$ cat config.mk
export PLATFORM = sky130hd
export DESIGN_NAME = i2s_rx
export DESIGN_NICKNAME = d
export VERILOG_FILES = /design/src/rtl/i2s_rx.sv
export SDC_FILE = /design/constraint.sdc
export NUM_CORES = 1
export LEC_CHECK = 0
export CELL_PAD_IN_SITES_DETAIL_PLACEMENT = 0
export CELL_PAD_IN_SITES_GLOBAL_PLACEMENT = 1
export CORE_ASPECT_RATIO = 2
export CORE_MARGIN = 10
export CORE_UTILIZATION = 47
export DETAILED_ROUTE_END_ITERATION = 12
export HOLD_SLACK_MARGIN = 0.12
export PLACE_DENSITY = 0.95
export SLEW_MARGIN = 25
export SYNTH_ARGS = -nofsm -noshare
export SYNTH_HDL_FRONTEND = slang
export SYNTH_SLANG_ARGS = --single-unit
$ cat constraint.sdc
create_clock -name clk -period 3.8 [get_ports clk]
set_clock_uncertainty 0.1 [all_clocks]
set_input_delay 0.76 -clock clk [delete_from_list [all_inputs] [get_ports clk]]
set_output_delay 0.76 -clock clk [all_outputs]
set_load 0.05 [all_outputs]
$ cat src/rtl/i2s_rx.sv
// I2S receiver for a PCM1808 ADC: makes SCKI/BCK/LRCK from a free-running counter and captures a left/right sample pair per frame.
// Latency: valid pulses when the counter reads 8*DW+5+256, one clk after the last right data bit. No backpressure: valid is a lost-if-ignored pulse.
// Optional I2S_RX_ROUND16_EN adds left16/right16, which are rounded and saturated 16-bit copies of the samples.
module i2s_rx #(
    parameter int DW = 24
) (
    input  logic          clk,
    input  logic          reset,
    input  logic          din,
    output logic          scki,
    output logic          bck,
    output logic          lrck,
    output logic [DW-1:0] left,
    output logic [DW-1:0] right,
`ifdef I2S_RX_ROUND16_EN
    output logic [15:0]   left16,
    output logic [15:0]   right16,
`endif
    output logic          valid
);

    localparam logic [8:0] L_DONE    = 9'(8 * DW + 4);
    localparam logic [8:0] R_DONE    = 9'(256 + 8 * DW + 4);
    localparam logic [4:0] LAST_SLOT = 5'(DW);

    logic [8:0]    cnt;
    logic [DW-2:0] left_sh;
    logic [DW-2:0] right_sh;
    logic [DW-1:0] left_hold;
    logic [DW-1:0] left_next;
    logic [DW-1:0] right_next;
    logic [4:0]    slot;
    logic          sample_en;

    assign scki = cnt[0];
    assign bck  = cnt[2];
    assign lrck = cnt[8];

    // Slot 0 carries the one-bit I2S delay; only slots 1..DW hold data.
    assign slot      = cnt[7:3];
    assign sample_en = (cnt[2:0] == 3'b100) && (slot != 5'd0) && (slot <= LAST_SLOT);

    // The final data bit arrives on the same edge that transfers the word, so include it here.
    assign left_next  = {left_sh, din};
    assign right_next = {right_sh, din};

`ifdef I2S_RX_ROUND16_EN
    logic [15:0] left16_next;
    logic [15:0] right16_next;

    generate
        if (DW == 16) begin : g_pass
            assign left16_next  = left_hold;
            assign right16_next = right_next;
        end else begin : g_round
            logic [15:0] lsum;
            logic [15:0] rsum;
            assign lsum = left_hold[DW-1:DW-16] + 16'(left_hold[DW-17]);
            assign rsum = right_next[DW-1:DW-16] + 16'(right_next[DW-17]);
            // Only a positive value can wrap when rounding up.
            assign left16_next  = (!left_hold[DW-1] && lsum[15]) ? 16'h7FFF : lsum;
            assign right16_next = (!right_next[DW-1] && rsum[15]) ? 16'h7FFF : rsum;
        end
    endgenerate
`endif

    always_ff @(posedge clk) begin
        if (reset) begin
            cnt       <= '0;
            left_sh   <= '0;
            right_sh  <= '0;
            left_hold <= '0;
            left      <= '0;
            right     <= '0;
            valid     <= 1'b0;
`ifdef I2S_RX_ROUND16_EN
            left16    <= '0;
            right16   <= '0;
`endif
        end else begin
            cnt   <= cnt + 9'd1;
            valid <= 1'b0;
            if (sample_en) begin
                if (cnt[8]) right_sh <= right_next[DW-2:0];
                else        left_sh  <= left_next[DW-2:0];
            end
            if (cnt == L_DONE) left_hold <= left_next;
            if (cnt == R_DONE) begin
                left  <= left_hold;
                right <= right_next;
                valid <= 1'b1;
`ifdef I2S_RX_ROUND16_EN
                left16  <= left16_next;
                right16 <= right16_next;
`endif
            end
        end
    end

endmodule

==> results of run 1 <==
==> cell usage after synthesis (all sizes together) <==
library cell	instances
nand3	4
or4	2
nand2	3
dfxtp	128
or3	3
and3b	1
and2	1
o21ai	2
o311a	1
ha	2
xor2	2
o31ai	74
and3	1
mux2i	46
a211oi	2
nand3b	1
a21oi	76
nor2b	1
nand2b	47
nor4	1
buf	24
nor3	1
nand4	72
inv	2
xnor2	1
clkbuf	42
nor2	5
==> layout make-up <==
type | instances | area, um2
inverter | 2 | 7.51
timing repair buffer | 64 | 613
multi-input combinational | 349 | 2410
clock buffer | 22 | 454
tap | 140 | 175
sequential | 128 | 2560
clock inverter | 8 | 90.1
fill | 953 | 4630
==> cells in the final DEF, fill, tap and decap left out, types with 2 or more instances in the layout <==
cell type / n
xor2_1: 2
or4_1: 2
o31ai_1: 74
a21oi_1: 76
buf_4: 11
clkbuf_1: 4
bufinv_16: 2
o21ai_0: 2
or3_1: 2
nand2b_1: 47
mux2i_1: 46
nand4_1: 72
nor2_1: 5
clkbuf_16: 17
clkdlybuf4s50_1: 53
nand2_1: 2
clkinv_2: 6
nand3_1: 3
a211oi_4: 2
dfxtp_1: 128
inv_1: 2
ha_1: 2
==> power by group through the flow <==
stage | Sequential [mW] | Clock [mW] | Combinational [mW]
3_5_place_dp | 1.38 | 0 | 0.0568
6_report | 1.35 | 1.52 | 0.0575
3_3_place_gp | 1.38 | 0 | 0.0548
2_1_floorplan | 1.38 | 0 | 0.0404
4_1_cts | 1.35 | 1.54 | 0.0570
5_1_grt | 1.35 | 1.59 | 0.0622
==> per-layer routing <==
| layer | vias up | part of all wire, % |
|---|---|---|
| li1 | 2086 | - |
| met1 | 2157 | 38 |
| met2 | 106 | 56 |
| met3 | 23 | 4.6 |
| met4 | 0 | 2.0 |
| met5 | - | 0 |
==> cell families after synthesis <==
group	Yosys count	synth area share, %
AO/OA/AOI/OAI	155	19.0
AND/OR/NAND/NOR	143	16.5
flip-flops	128	48.3
buffers and inverters	68	6.47
multiplexers	46	8.69
XOR/XNOR	3	0.496
adder cells (fa/ha/maj)	2	0.472
==> per-stage QoR <==
step,cells,hold slack (ps),setup slack (ps),area [um2]
3_5_place_dp,683,361,1510,5770
6_report,713,366,1140,6310
5_1_grt,713,380,1100,6310
2_1_floorplan,545,347,1720,5300
4_1_cts,713,367,1150,6310
3_3_place_gp,683,352,1580,5770
==> flip-flops by register name, summed over array words and instances, names as in the netlist <==
signal	count
left_hold	24
valid	1
cnt	9
right	24
left_sh	23
left	24
right_sh	23
==> path summary, 6_finish.rpt <==
path	start	end	slack, ps	cells past startpoint
worst max-delay path	cnt[2]	bck	1140	1
worst min-delay path	right_sh[16]	right[17]	370	2
worst max register to register	cnt[3]	left_hold[1]	1470	4
worst min register to register	right_sh[16]	right[17]	370	2
==> impl_results.md, run 1 <==
* Clock root buffer: clkbuf_16
* Switching power at about 0.6 mW
* Die height at 170 um
* Layout cells sized above 1 at slightly below 8%
* First-pass DRT Iterations at 7
* F_max at 377 MHz
* Slowest-stage cell, CP: clkdlybuf4s50_1
* Core Area at around 11000 um2
* Initial antenna violation count at 0
* Critical path fanouts, max at 9
* RSZ-0062 raised after global routing: false
* Number of diodes at 0
* Post-Syn Instances at between 500 and 600
* VDD IR max at 0.000332 V
* Tmin final at between 2000 and 3000 ps
* Worst skew pair latency at slightly above 400 ps
* GRT met1 Usage at between 10% and 20%
* Clock buffer depth at 2
* Outcome: finished, final reports clean
* DRC Markers at 0
* CP bufs+invs at 1
* Port bufs at between 50 and 60
* Total GRT Usage at between 10% and 20%
* Drt total wl at 12800 um
* Via count at between 4000 and 5000
* Final Power at slightly below 3 mW
* Drt first-iter violations at ~370
* Setup crit start kind: flip-flop
* First-pass GRT wire length at between 20000 and 25000 um
* Area contributors post-synth: dfxtp_1 (48%), o31ai_1 (10%), mux2i_1 (8.7%)
* Setup-failing EPs final at 0
* CTS Hold Bufs at 0
* Switch share at between 20% and 30%
* Final hold viol count at 0
* Slew @ Worst Pin at roughly 1000 ps
* Data required, critical path at approximately 2900 ps
* Synthesized area at ~5300 um2
* Share of the synthesized area in the top cell type at around half
* Post-CTS Resized at 0
* Final ANT Viol Nets at 0
* Finished Core Util at between 50% and 60%
* Critical path endpoint category: output port
* Tcrit/Tclk final at 69.9%
* Crit-path max cell delay at 870 ps
* Slew Limit Fails at 0
* Post-DP HPWL at ~7700 um
* Leakage at between 1.5 and 2 nW
* Area grow syn2layout at 19.1%
* Flops & latches, synth at between 100 and 150
* Gr busiest metal: met2
* Avg WL per Cell at 17.9 um
* Largest net degree at the start of global routing at about 120
* Clock group share of total power at about half
* Initial Util at about half
* # rows at 54
* PwrDens at approximately 460 nW/um2
* Sequential Power Share at 46.1%
* Mapped Avg Cell Area at just under 10 um2
* Crit path max-delay family: buffers and inverters
* Die X at roughly 95 um
* Mapped Nets at 550
* Met3 usage at under 10%
* Register area share after synthesis at approximately 48%
* Yosys cell types at 31
* Final GP Congestion at about 0.75
* Worst slew margin at between 30% and 40%
* CTS tree: built
* Internal power at about 2.3 mW
* Crit path DAT at 1800 ps
* Worst-path cell chain: clkdlybuf4s50_1
* Combinational share of power at around 2.0%
* Critical Setup Path Class: reg -> out
* Max-cap violations at 0
* Ys Warns at 0
* Remaining Overflow, GRT at 0
* Clk sink count at ~130
* Number of buffers created by CTS at 17
* Clk pin slew, worst setup/hold paths at 50 ps
* Setup Buffers After CTS at 0
* Die area at 16200 um2
* Setup TNS Final at 0 ps
* Vias/cell at approximately 6
* Vias in the first global route at 4377
* Area leader, netlist: dfxtp_1
* HP Class: reg -> reg
* H-tree depth at 4
* M2 GR Usage at 28.7%
* Io pins at between 50 and 60
* # nets final at about 570
Power figures use the tool's default switching activity.
==> inputs of run 2 (changes only) <==
--- a/config.mk
+++ b/config.mk
@@ -9,10 +9,10 @@
 export CELL_PAD_IN_SITES_GLOBAL_PLACEMENT = 1
 export CORE_ASPECT_RATIO = 2
 export CORE_MARGIN = 10
-export CORE_UTILIZATION = 47
+export CORE_UTILIZATION = 44
 export DETAILED_ROUTE_END_ITERATION = 12
 export HOLD_SLACK_MARGIN = 0.12
-export PLACE_DENSITY = 0.95
+export PLACE_DENSITY = 0.9
 export SLEW_MARGIN = 25
 export SYNTH_ARGS = -nofsm -noshare
 export SYNTH_HDL_FRONTEND = slang
==> constraint.sdc (replaced) <==
create_clock -name clk -period 2.46 [get_ports clk]
set_clock_uncertainty 0.1 [all_clocks]
set_input_delay 0.492 -clock clk [delete_from_list [all_inputs] [get_ports clk]]
set_output_delay 0.492 -clock clk [all_outputs]
set_load 0.05 [all_outputs]
==> impl_results.md, run 2 (synthesized netlist as in run 1, its figures left out) <==
* Drt first-iter violations at 347
* Tcrit/Tclk final at around 96%
* Setup-failing EPs final at 0
* HP Class: reg -> reg
* Slew Limit Fails at 0
* Crit path max-delay family: buffers and inverters
* Leakage at 1.94 nW
* RSZ-0062 raised after global routing: false
* Clock root buffer: clkbuf_16
* Critical Setup Path Class: reg -> out
* Outcome: finished, final reports clean
* Setup crit start kind: flip-flop
* Data required, critical path at between 1500 and 2000 ps
* Total GRT Usage at roughly 15%
* Core Area at roughly 12000 um2
* Max-cap violations at 0
* Drt total wl at between 10000 and 15000 um
* CTS tree: built
* Initial antenna violation count at 0
* Initial Util at between 40% and 50%
* DRC Markers at 0
* Setup Buffers After CTS at 0
* Clk sink count at 128
* Final GP Congestion at 0.805
* Area grow syn2layout at 20.4%
* Slew @ Worst Pin at a little under 700 ps
* Crit path DAT at approximately 1800 ps
* Clk pin slew, worst setup/hold paths at about 50 ps
* # nets final at between 500 and 600
* CP bufs+invs at 1
* Critical path endpoint category: output port
* Port bufs at between 50 and 60
* Die area at roughly 17000 um2
* Final ANT Viol Nets at 0
* VDD IR max at slightly below 0.0005 V
* First-pass GRT wire length at between 20000 and 25000 um
* Crit-path max cell delay at around 860 ps
* # rows at 56
* CTS Hold Bufs at 0
* Commonest non-fill, non-tap cell in the layout: dfxtp_1
* Worst slew margin at a little over half
* Tmin final at roughly 2400 ps
* Number of buffers created by CTS at 17
* Vias in the first global route at around 4400
* Post-CTS Resized at 0
* WHS at approximately 360 ps
* Post-DP HPWL at between 7000 and 8000 um
* Die X at approximately 98 um
* Critical path fanouts, max at 9
* H-tree depth at 4
* Vias/cell at ~6
* Number of diodes at 0
* Die height at between 150 and 200 um
* Slowest-stage cell, CP: clkdlybuf4s50_1
* F_max at about 420 MHz
* FILL cells at around 1000
* Via count at between 4000 and 5000
* Clock buffer depth at 2
* Worst skew pair latency at 410 ps
* Worst-path cell chain: clkdlybuf4s50_1
* PwrDens at 700 nW/um2
* Io pins at between 50 and 60
* Layout cells sized above 1 at 9.00%
* Top Registers: left: 24 flops, left_hold: 24 flops, right: 24 flops
* Remaining Overflow, GRT at 0
* Leading cell types in the layout, fill and taps excluded: dfxtp_1 (128), a21oi_1 (76), o31ai_1 (74)
* Final hold viol count at 0
* Avg WL per Cell at approximately 18 um
* First-pass DRT Iterations at 5
* Largest net degree at the start of global routing at 64
* Setup TNS Final at 0 ps
-- run 2: final timing paths --
| path | start | end | slack [ps] | cells after the start |
|---|---|---|---|---|
| setup / recovery | cnt[2] | bck | 100 | 1 |
| hold / removal | right[8] | right[8] | 360 | 2 |
| setup reg to reg | cnt[0] | right[12] | 470 | 6 |
| hold reg to reg | right[8] | right[8] | 360 | 2 |
-- run 2: per-stage QoR --
| stage | total power, mW | worst slack [ps] | area [um2] | instances | util, % |
|---|---|---|---|---|---|
| 2_1_floorplan | 2.20 | 375 | 5300 | 545 | - |
| 3_3_place_gp | 2.22 | 563 | 5840 | 694 | 49.6 |
| 3_5_place_dp | 2.22 | 536 | 5840 | 694 | 49.6 |
| 4_1_cts | 4.49 | 89.6 | 6380 | 723 | 54.2 |
| 5_1_grt | 4.60 | 17.5 | 6380 | 723 | 54.2 |
| 6_report | 4.46 | 104 | 6380 | 723 | 54.2 |
-- run 2: power by group --
group / switching (mW) / total [mW] / internal, mW
sequential: 0.00597 / 2.09 / 2.08
clock: 0.844 / 2.28 / 1.44
combinational: 0.0639 / 0.0952 / 0.0314
total: 0.914 / 4.46 / 3.55
-- run 2: layout make-up --
class,instances,area [um2],share of cell area (%)
Inverter,2,7.51,0.118
Clock inverter,7,62.6,0.981
Multi-Input combinational cell,349,2410,37.8
Tap cell,145,181,2.84
Timing Repair Buffer,70,683,10.7
Clock buffer,22,474,7.43
Sequential cell,128,2560,40.2
-- run 2: layer usage --
metal  GRT usage (%)  wire, um  part of all wire (%)
met5               0         0                     0
met1            15.7      5030                    40
met2            26.4      6870                    54
met4            7.67       321                   2.5
met3            3.99       492                   3.9
==> inputs of run 3 (changes only) <==
--- a/config.mk
+++ b/config.mk
@@ -5,6 +5,7 @@
 export SDC_FILE = /design/constraint.sdc
 export NUM_CORES = 1
 export LEC_CHECK = 0
+export CAP_MARGIN = 20
 export CELL_PAD_IN_SITES_DETAIL_PLACEMENT = 0
 export CELL_PAD_IN_SITES_GLOBAL_PLACEMENT = 1
 export CORE_ASPECT_RATIO = 2
==> results of run 3 <==
No change in the layout: final DEF, timing and power equal those of run 2.
